$ cat config.mk
export PLATFORM = sky130hd
export DESIGN_NAME = reward_readback
export DESIGN_NICKNAME = d
export VERILOG_FILES = /design/src/rtl/reward_readback.sv
export SDC_FILE = /design/constraint.sdc
export NUM_CORES = 1
export LEC_CHECK = 0
export CAP_MARGIN = 5
export CORE_ASPECT_RATIO = 2
export CORE_MARGIN = 5
export CORE_UTILIZATION = 50
export DETAILED_ROUTE_END_ITERATION = 16
export MAX_ROUTING_LAYER = met4
export PLACE_DENSITY = 0.85
export SYNTH_ARGS = -nofsm -noshare
export SYNTH_HDL_FRONTEND = slang
export SYNTH_SLANG_ARGS = --single-unit
$ cat constraint.sdc
create_clock -name clock -period 2.9 [get_ports clock]
set_input_delay 0.58 -clock clock [delete_from_list [all_inputs] [get_ports clock]]
set_output_delay 0.58 -clock clock [all_outputs]
set_load 0.01 [all_outputs]
$ cat src/rtl/reward_readback.sv
// Reward table read-back: fetches the cluster, best-hop and action words from node memory
// and flags whether the stored entries agree with the local node and cluster identity.
module reward_readback #(
    parameter int WORD_WIDTH = 16,
    parameter int ADDR_WIDTH = 11
) (
    input  logic                  clock,
    input  logic                  rst,
    input  logic                  en,
    input  logic                  start,
    input  logic [WORD_WIDTH-1:0] MY_NODE_ID,
    input  logic [WORD_WIDTH-1:0] MY_CLUSTER_ID,
    input  logic [WORD_WIDTH-1:0] besthop,
    input  logic [WORD_WIDTH-1:0] action,
    input  logic [WORD_WIDTH-1:0] data_in,
    output logic [ADDR_WIDTH-1:0] address,
    output logic                  rd_en,
    output logic [WORD_WIDTH-1:0] cluster_entry,
    output logic [WORD_WIDTH-1:0] hop_entry,
    output logic [WORD_WIDTH-1:0] action_entry,
    output logic                  node_match,
    output logic                  cluster_match,
    output logic                  busy,
    output logic                  done
);
    localparam logic [ADDR_WIDTH-1:0] CL_BASE  = ADDR_WIDTH'(11'h148);
    localparam logic [ADDR_WIDTH-1:0] HOP_BASE = ADDR_WIDTH'(11'h1C8);
    localparam logic [ADDR_WIDTH-1:0] ACT_BASE = ADDR_WIDTH'(11'h048);

    typedef enum logic [2:0] {IDLE, ARMED, CL, HOP, ACT, CAP} state_t;
    state_t state;

    logic [WORD_WIDTH-1:0] node_id, cluster_id, cluster_idx, hop_idx, act_idx;

    // The truncating cast wraps modulo 2**ADDR_WIDTH, so index bits above [ADDR_WIDTH-2] drop out.
    function automatic logic [ADDR_WIDTH-1:0] entry_addr(input logic [ADDR_WIDTH-1:0] base,
                                                         input logic [WORD_WIDTH-1:0] idx);
        return ADDR_WIDTH'({{(WORD_WIDTH+1-ADDR_WIDTH){1'b0}}, base} + {idx, 1'b0});
    endfunction

    always_comb begin
        address = '0;
        rd_en   = 1'b0;
        case (state)
            CL:  begin address = entry_addr(CL_BASE,  cluster_idx); rd_en = 1'b1; end
            HOP: begin address = entry_addr(HOP_BASE, hop_idx);     rd_en = 1'b1; end
            ACT: begin address = entry_addr(ACT_BASE, act_idx);     rd_en = 1'b1; end
            default: ;
        endcase
    end

    assign busy = (state == ARMED) || (state == CL) || (state == HOP) ||
                  (state == ACT) || (state == CAP);

    always_ff @(posedge clock) begin
        if (rst) begin
            state         <= IDLE;
            node_id       <= '0;
            cluster_id    <= '0;
            cluster_idx   <= '0;
            hop_idx       <= '0;
            act_idx       <= '0;
            cluster_entry <= '0;
            hop_entry     <= '0;
            action_entry  <= '0;
            node_match    <= 1'b0;
            cluster_match <= 1'b0;
            done          <= 1'b0;
        end else begin
            case (state)
                IDLE: if (en) begin
                    state <= ARMED;
                    done  <= 1'b0;
                end
                ARMED: if (start) begin
                    node_id     <= MY_NODE_ID;
                    cluster_id  <= MY_CLUSTER_ID;
                    cluster_idx <= MY_CLUSTER_ID;
                    hop_idx     <= besthop;
                    act_idx     <= action;
                    state       <= CL;
                end
                CL:  state <= HOP;
                HOP: begin
                    cluster_entry <= data_in;
                    state         <= ACT;
                end
                ACT: begin
                    hop_entry <= data_in;
                    state     <= CAP;
                end
                CAP: begin
                    // action word is still on data_in here, so compare it directly
                    action_entry  <= data_in;
                    node_match    <= (cluster_entry == node_id);
                    cluster_match <= (data_in == cluster_id);
                    done          <= 1'b1;
                    state         <= IDLE;
                end
                default: state <= IDLE;
            endcase
        end
    end
endmodule

==> metrics.txt, run 1 <==
critical path startpoint category flip-flop; status complete, no violations; drt total wl 14.6 mm; # hold bufs at CTS 0; largest net degree at the start of global routing 62; 1st-pass router iterations 7; Synth cell types 44; f_max 0.359 GHz; final-report max-slew violation count 0; DIE AREA 0.0114 mm²; setup TNS 0 ns; CTS tree built; Max IR drop VDD 0.000387 V; DRC viols 0; adder-cell share of the synthesized area 0.807%; HP Class flip-flop to flip-flop; grt ovf 0; setup bufs post-CTS 0; Primary FF master, synth dfxtp_1; core box area 0.00907 mm²; CP arrival 2.20 ns; Worst EP required 2.32 ns; LEAKAGE 0.00229 µW; Register-to-Register Path Depth 4; initial core utilization 51.3%; PwrDens 490 mW/mm²; root buffer cell clkbuf_16; vias per cell 5.54; vias in the first global route 4520; Crit. End Element primary output; antenna violations before repair 0; Synth warnings 0; min cycle time layout 2.78 ns; main combinational cell family by area after synthesis simple AND/OR/NAND/NOR gates; H-tree Lvls 3; Crit Path Class flip-flop to primary output; clock sink count 106; unrepaired setup endpoints after global routing false; async set-or-reset flop fraction in the synthesized netlist 0%; Setup Skew 0.00416 ns; Routed Antenna Nets 0; share of cells above drive strength 1 5.89%; FF+latch count, synth 106; crit path max fanout 7; GP Congestion 0.906; Initial DRC Count 415; first-pass GRT wire length 22.5 mm; GRT Util Overall 26.1%; via count 4513; post-synthesis cell count 591; register area share after synthesis 45.6%; Hold Crit Depth 2; syn nets 678; post-synthesis compound-gate area fraction 15.7%; Netlist Area Pre-Place 0.00465 mm²; Nets 796; Post-Syn Area per Cell 7.87 µm²; Final period util 95.9%; Layout Utilization 69.1%; relative slew slack 57.4%; num rows 49; actual slew at the worst max-slew pin 0.639 ns; clock latency on the worst-skew pair 0.35 ns; Synth Area in Simple Gates 22.5%; WL/cell 18.0 µm; XOR/XNOR share of the synthesized area 8.47%; maxcap violations 0; fillers 746; Die Ht 146 µm; Die X 78.2 µm; IO Count 148; HPWL Detailed 11.1 mm; area grow syn2layout 34.8%; mux contribution to synthesized area 1.32%; total CTS buffers 9; number of synthesized flops with an enable pin 0; n_diodes 0; CTS Buffer Depth 2; clk slew on worst S/H paths 0.07 ns; Final Hold Fails 0; Final setup viols 0; PortBufs 134
==> area by class of cell <==
| class | instances | area (µm²) | area share [%] |
|---|---|---|---|
| Sequential cell | 106 | 2120 | 33.9 |
| Inverter | 4 | 15.0 | 0.240 |
| Clock buffer | 13 | 250 | 3.99 |
| Tap cell | 102 | 128 | 2.04 |
| Multi-Input combinational cell | 440 | 2290 | 36.6 |
| Clock inverter | 2 | 13.8 | 0.220 |
| Timing Repair Buffer | 148 | 1440 | 23.0 |
==> final timing paths <==
path	startpoint	to	slack (ns)
worst max-delay path	cluster_idx[2]	address[7]	0.12
worst min-delay path	hop_idx[0]	hop_idx[0]	0.46
worst max register to register	state[0]	node_match	1.33
worst min register to register	hop_idx[0]	hop_idx[0]	0.46
==> critical path, stage by stage (launching register included) <==
cell             delay [ns]
dfxtp_1                0.48
ha_1                   0.26
a21oi_2                0.09
xnor2_1                0.16
mux2i_1                0.11
o22ai_1                0.19
clkdlybuf4s50_1        0.57
==> cell families (layout without fill, tap and decap cells) <==
group                      after synthesis  count (layout)
AOI/OAI and AO/OA                      137             137
xor gates and xnor gates                45              45
adders and majority gates                3               3
buffers and inverters                   45             167
DFF                                    106             106
muxes                                    6               6
other                                    1               1
and+or+nand+nor                        248             248
==> cells in the final DEF (no fill, tap or decap), types with 2 or more instances in the layout <==
master	n
nand2_1	210
clkdlybuf4s50_1	132
a21oi_1	111
dfxtp_1	104
xor2_1	39
buf_4	15
clkbuf_16	9
o21ai_0	8
nor4_1	8
xnor2_1	6
mux2i_1	5
nand4_1	5
nand2b_1	4
nor2_1	3
inv_1	3
ha_1	3
clkbuf_1	3
a21oi_2	2
o22ai_1	2
nand3_1	2
a31o_2	2
o21bai_1	2
and3_1	2
a221o_1	2
nor3_1	2
nand3b_1	2
dfxtp_2	2
==> sequential cells by signal (all words and copies together), names as in the netlist <==
name	count
act_idx	10
action_entry	16
cluster_entry	16
cluster_idx	16
cluster_match	1
done	1
hop_entry	16
hop_idx	10
node_id	16
node_match	1
state	3
==> stage by stage <==
stage	total power, µW	setup WS (ns)	std cells	cell area [µm²]	hold WS, ns
after detailed placement	1990	0.317	800	5990	0.448
after CTS	3080	0.0602	815	6260	0.457
after global routing	3180	0.000806	815	6270	0.479
final	3070	0.118	815	6270	0.457
after floorplan	1790	0.950	591	4650	0.436
after global placement	1980	0.322	800	5990	0.442
==> per-layer routing <==
layer	GRT usage, %	part of all wire [%]
met1	25.0	35
met2	45.7	52
met3	4.32	5.5
met4	19.9	8.0
met5	-	0
==> Yosys cell counts (2+ instances only) <==
library cell,count,area [µm²]
nand2_1,211,792
nor4_1,8,50.1
o21bai_1,2,15.0
a31o_2,2,17.5
a311oi_1,2,17.5
o22ai_1,2,12.5
nand2b_1,4,25.0
xnor2_1,6,52.6
o21ai_0,8,40.0
nand3_1,2,10.0
ha_1,3,37.5
nand4_1,5,31.3
nand3b_1,2,15.0
nor3_1,2,10.0
buf_4,6,45.0
clkbuf_1,14,52.6
mux2i_1,5,50.1
buf_6,6,67.6
and3_1,2,12.5
inv_1,3,11.3
nor2_1,3,11.3
dfxtp_1,106,2120
a21oi_1,113,566
xor2_1,39,342
buf_2,15,75.1
a221o_1,2,20.0
==> repair_timing <==
item,in CTS,in global routing
pin swaps,0,0
resized for setup,5,2
endpoints found under the setup margin,1,4
==> power breakdown <==
group          internal, µW  leakage (µW)  switching (µW)  total [µW]
logic                   205       0.00130             209         414
registers              1500      0.000858            49.1        1550
clock network           602      0.000130             509        1110
total                  2310       0.00229             766        3070
No activity file was read; power rests on OpenSTA's default activity.
==> run 2, diff against run 1 <==
- CORE_ASPECT_RATIO: 2 -> default
==> metrics.txt, run 2 (synthesis gave the netlist of run 1 again) <==
share of cells above drive strength 1 6.33% (+0.44 points); Initial DRC Count 289 (-30%); actual slew at the worst max-slew pin 0.630 ns (-0.00910 ns); Max IR drop VDD 0.000310 V (-20%); Setup Skew 0.0134 ns (+0.00928 ns); most frequent cells in the layout nand2_1, clkdlybuf4s50_1, a21oi_1; HP Start action_entry[9]; critical path startpoint category flip-flop; total power 2860 µW (-6.9%); largest net degree at the start of global routing 62 (unchanged); maxcap violations 0 (unchanged); hold endpoint action_entry[9]; # hold bufs at CTS 0 (unchanged); Crit Path Class flip-flop to primary output; commonest non-fill, non-tap cell in the layout nand2_1; Final setup viols 0 (unchanged); setup slack after layout 0.0853 ns (-0.0323 ns); Crit. End Element primary output; PwrDens 460 mW/mm² (-6.2%); final-report max-slew violation count 0 (unchanged); DIE AREA 0.0113 mm² (-1.0%); status complete, no violations; Worst R2R Start state[0]; setup bufs post-CTS 0 (unchanged); clock sink count 106 (unchanged); CTS tree built; CTS Buffer Depth 2 (unchanged); 1st-pass router iterations 7 (unchanged); f_max 0.355 GHz (-1.1%); antenna violations before repair 0 (unchanged); WL/cell 16.2 µm (-9.9%); root buffer cell clkbuf_8; grt ovf 0 (unchanged); Die X 106 µm (+36%); vias in the first global route 4316 (-4.5%); R2R Setup Slk 1.09 ns (-0.24 ns); Hold Crit Depth 2 (unchanged); Routed Antenna Nets 0 (unchanged); min cycle time layout 2.81 ns (+0.0323 ns); GP Congestion 0.964 (+6.4%); WHS 0.462 ns (+0.00478 ns); H-tree Lvls 3 (unchanged); clk slew on worst S/H paths 0.11 ns (+0.04 ns); initial core utilization 50.8% (-0.44 points); core box area 0.00915 mm² (+0.87%); crit path max fanout 5 (-2); vias per cell 5.40 (-2.5%); DRC viols 0 (unchanged); Final Hold Fails 0 (unchanged); Final period util 97.1% (+1.1 points); first-pass GRT wire length 21.3 mm (-5.3%); PortBufs 134 (unchanged); via count 4437 (-1.7%); GRT Util Overall 24.1% (-2.1 points); IO Count 148 (unchanged); RR Endpoint cluster_idx[3]; Register-to-Register Path Depth 6 (+2); LEAKAGE 0.00228 µW (about the same); HPWL Detailed 10.0 mm (-9.4%); drt total wl 13.3 mm (-9.1%); HP Class flip-flop to flip-flop; area grow syn2layout 33.8%; post-CTS sizing 3 (-2); relative slew slack 58.0% (+0.61 points); Worst EP required 2.32 ns (about the same); clock latency on the worst-skew pair 0.37 ns (+0.02 ns); num rows 35 (-29%); setup TNS 0 ns (unchanged); Die Ht 106 µm (-27%); n_diodes 0 (unchanged); CP arrival 2.23 ns (+0.03 ns); dpl ws 0.393 ns (+0.0756 ns); unrepaired setup endpoints after global routing false; total CTS buffers 9 (unchanged); Nets 793 (-0.38%)
[run 2: power by group]
part	leakage (µW)	switching (µW)	total, µW	internal (µW)
logic	0.00132	200	407	207
clock network	0.000103	556	901	346
registers	0.000859	52.9	1550	1500
[run 2: per-stage QoR]
| step | cells | cell area [µm²] | util [%] |
|---|---|---|---|
| final | 822 | 6220 | 68.0 |
| after detailed placement | 806 | 6000 | 65.6 |
| after floorplan | 591 | 4650 | - |
| after global placement | 806 | 6000 | 65.6 |
| after CTS | 822 | 6210 | 67.8 |
| after global routing | 822 | 6220 | 68.0 |
[run 2: layout make-up]
cell class              count  area (µm²)
flip-flops and latches    106        2130
clock buffers               9         124
well taps                 111         139
fillers                   738        2930
repair buffers            145        1450
multi-input cells         440        2290
clock inverters             7        76.3
inverters                   4        15.0
[run 2: worst max-delay path by stage]
stage                          start          end  slack [ns]  cells past startpoint
final                     hop_idx[4]  address[10]        0.09                      5
after detailed placement  hop_idx[2]   address[9]        0.39                      6
after global routing      hop_idx[4]  address[10]       0.009                      5
after global placement    act_idx[2]   address[9]        0.41                      6
after floorplan           hop_idx[2]   address[9]        0.95                      5
after CTS                 act_idx[3]   address[9]       0.007                      6
[run 2: metal layers]
layer	up-vias	GRT usage, %	part of all wire, %
li1	2174	-	-
met1	2042	29.6	41
met2	195	40.1	49
met3	26	4.92	7.5
met4	0	7.31	2.5
met5	-	-	0
[run 2: critical path, cell delays in order, from the launching register on]
cell and delay, ns:
dfxtp_1 0.38, a311oi_1 0.38, a21boi_0 0.19, mux2i_1 0.15
a221o_1 0.29, clkdlybuf4s50_1 0.49
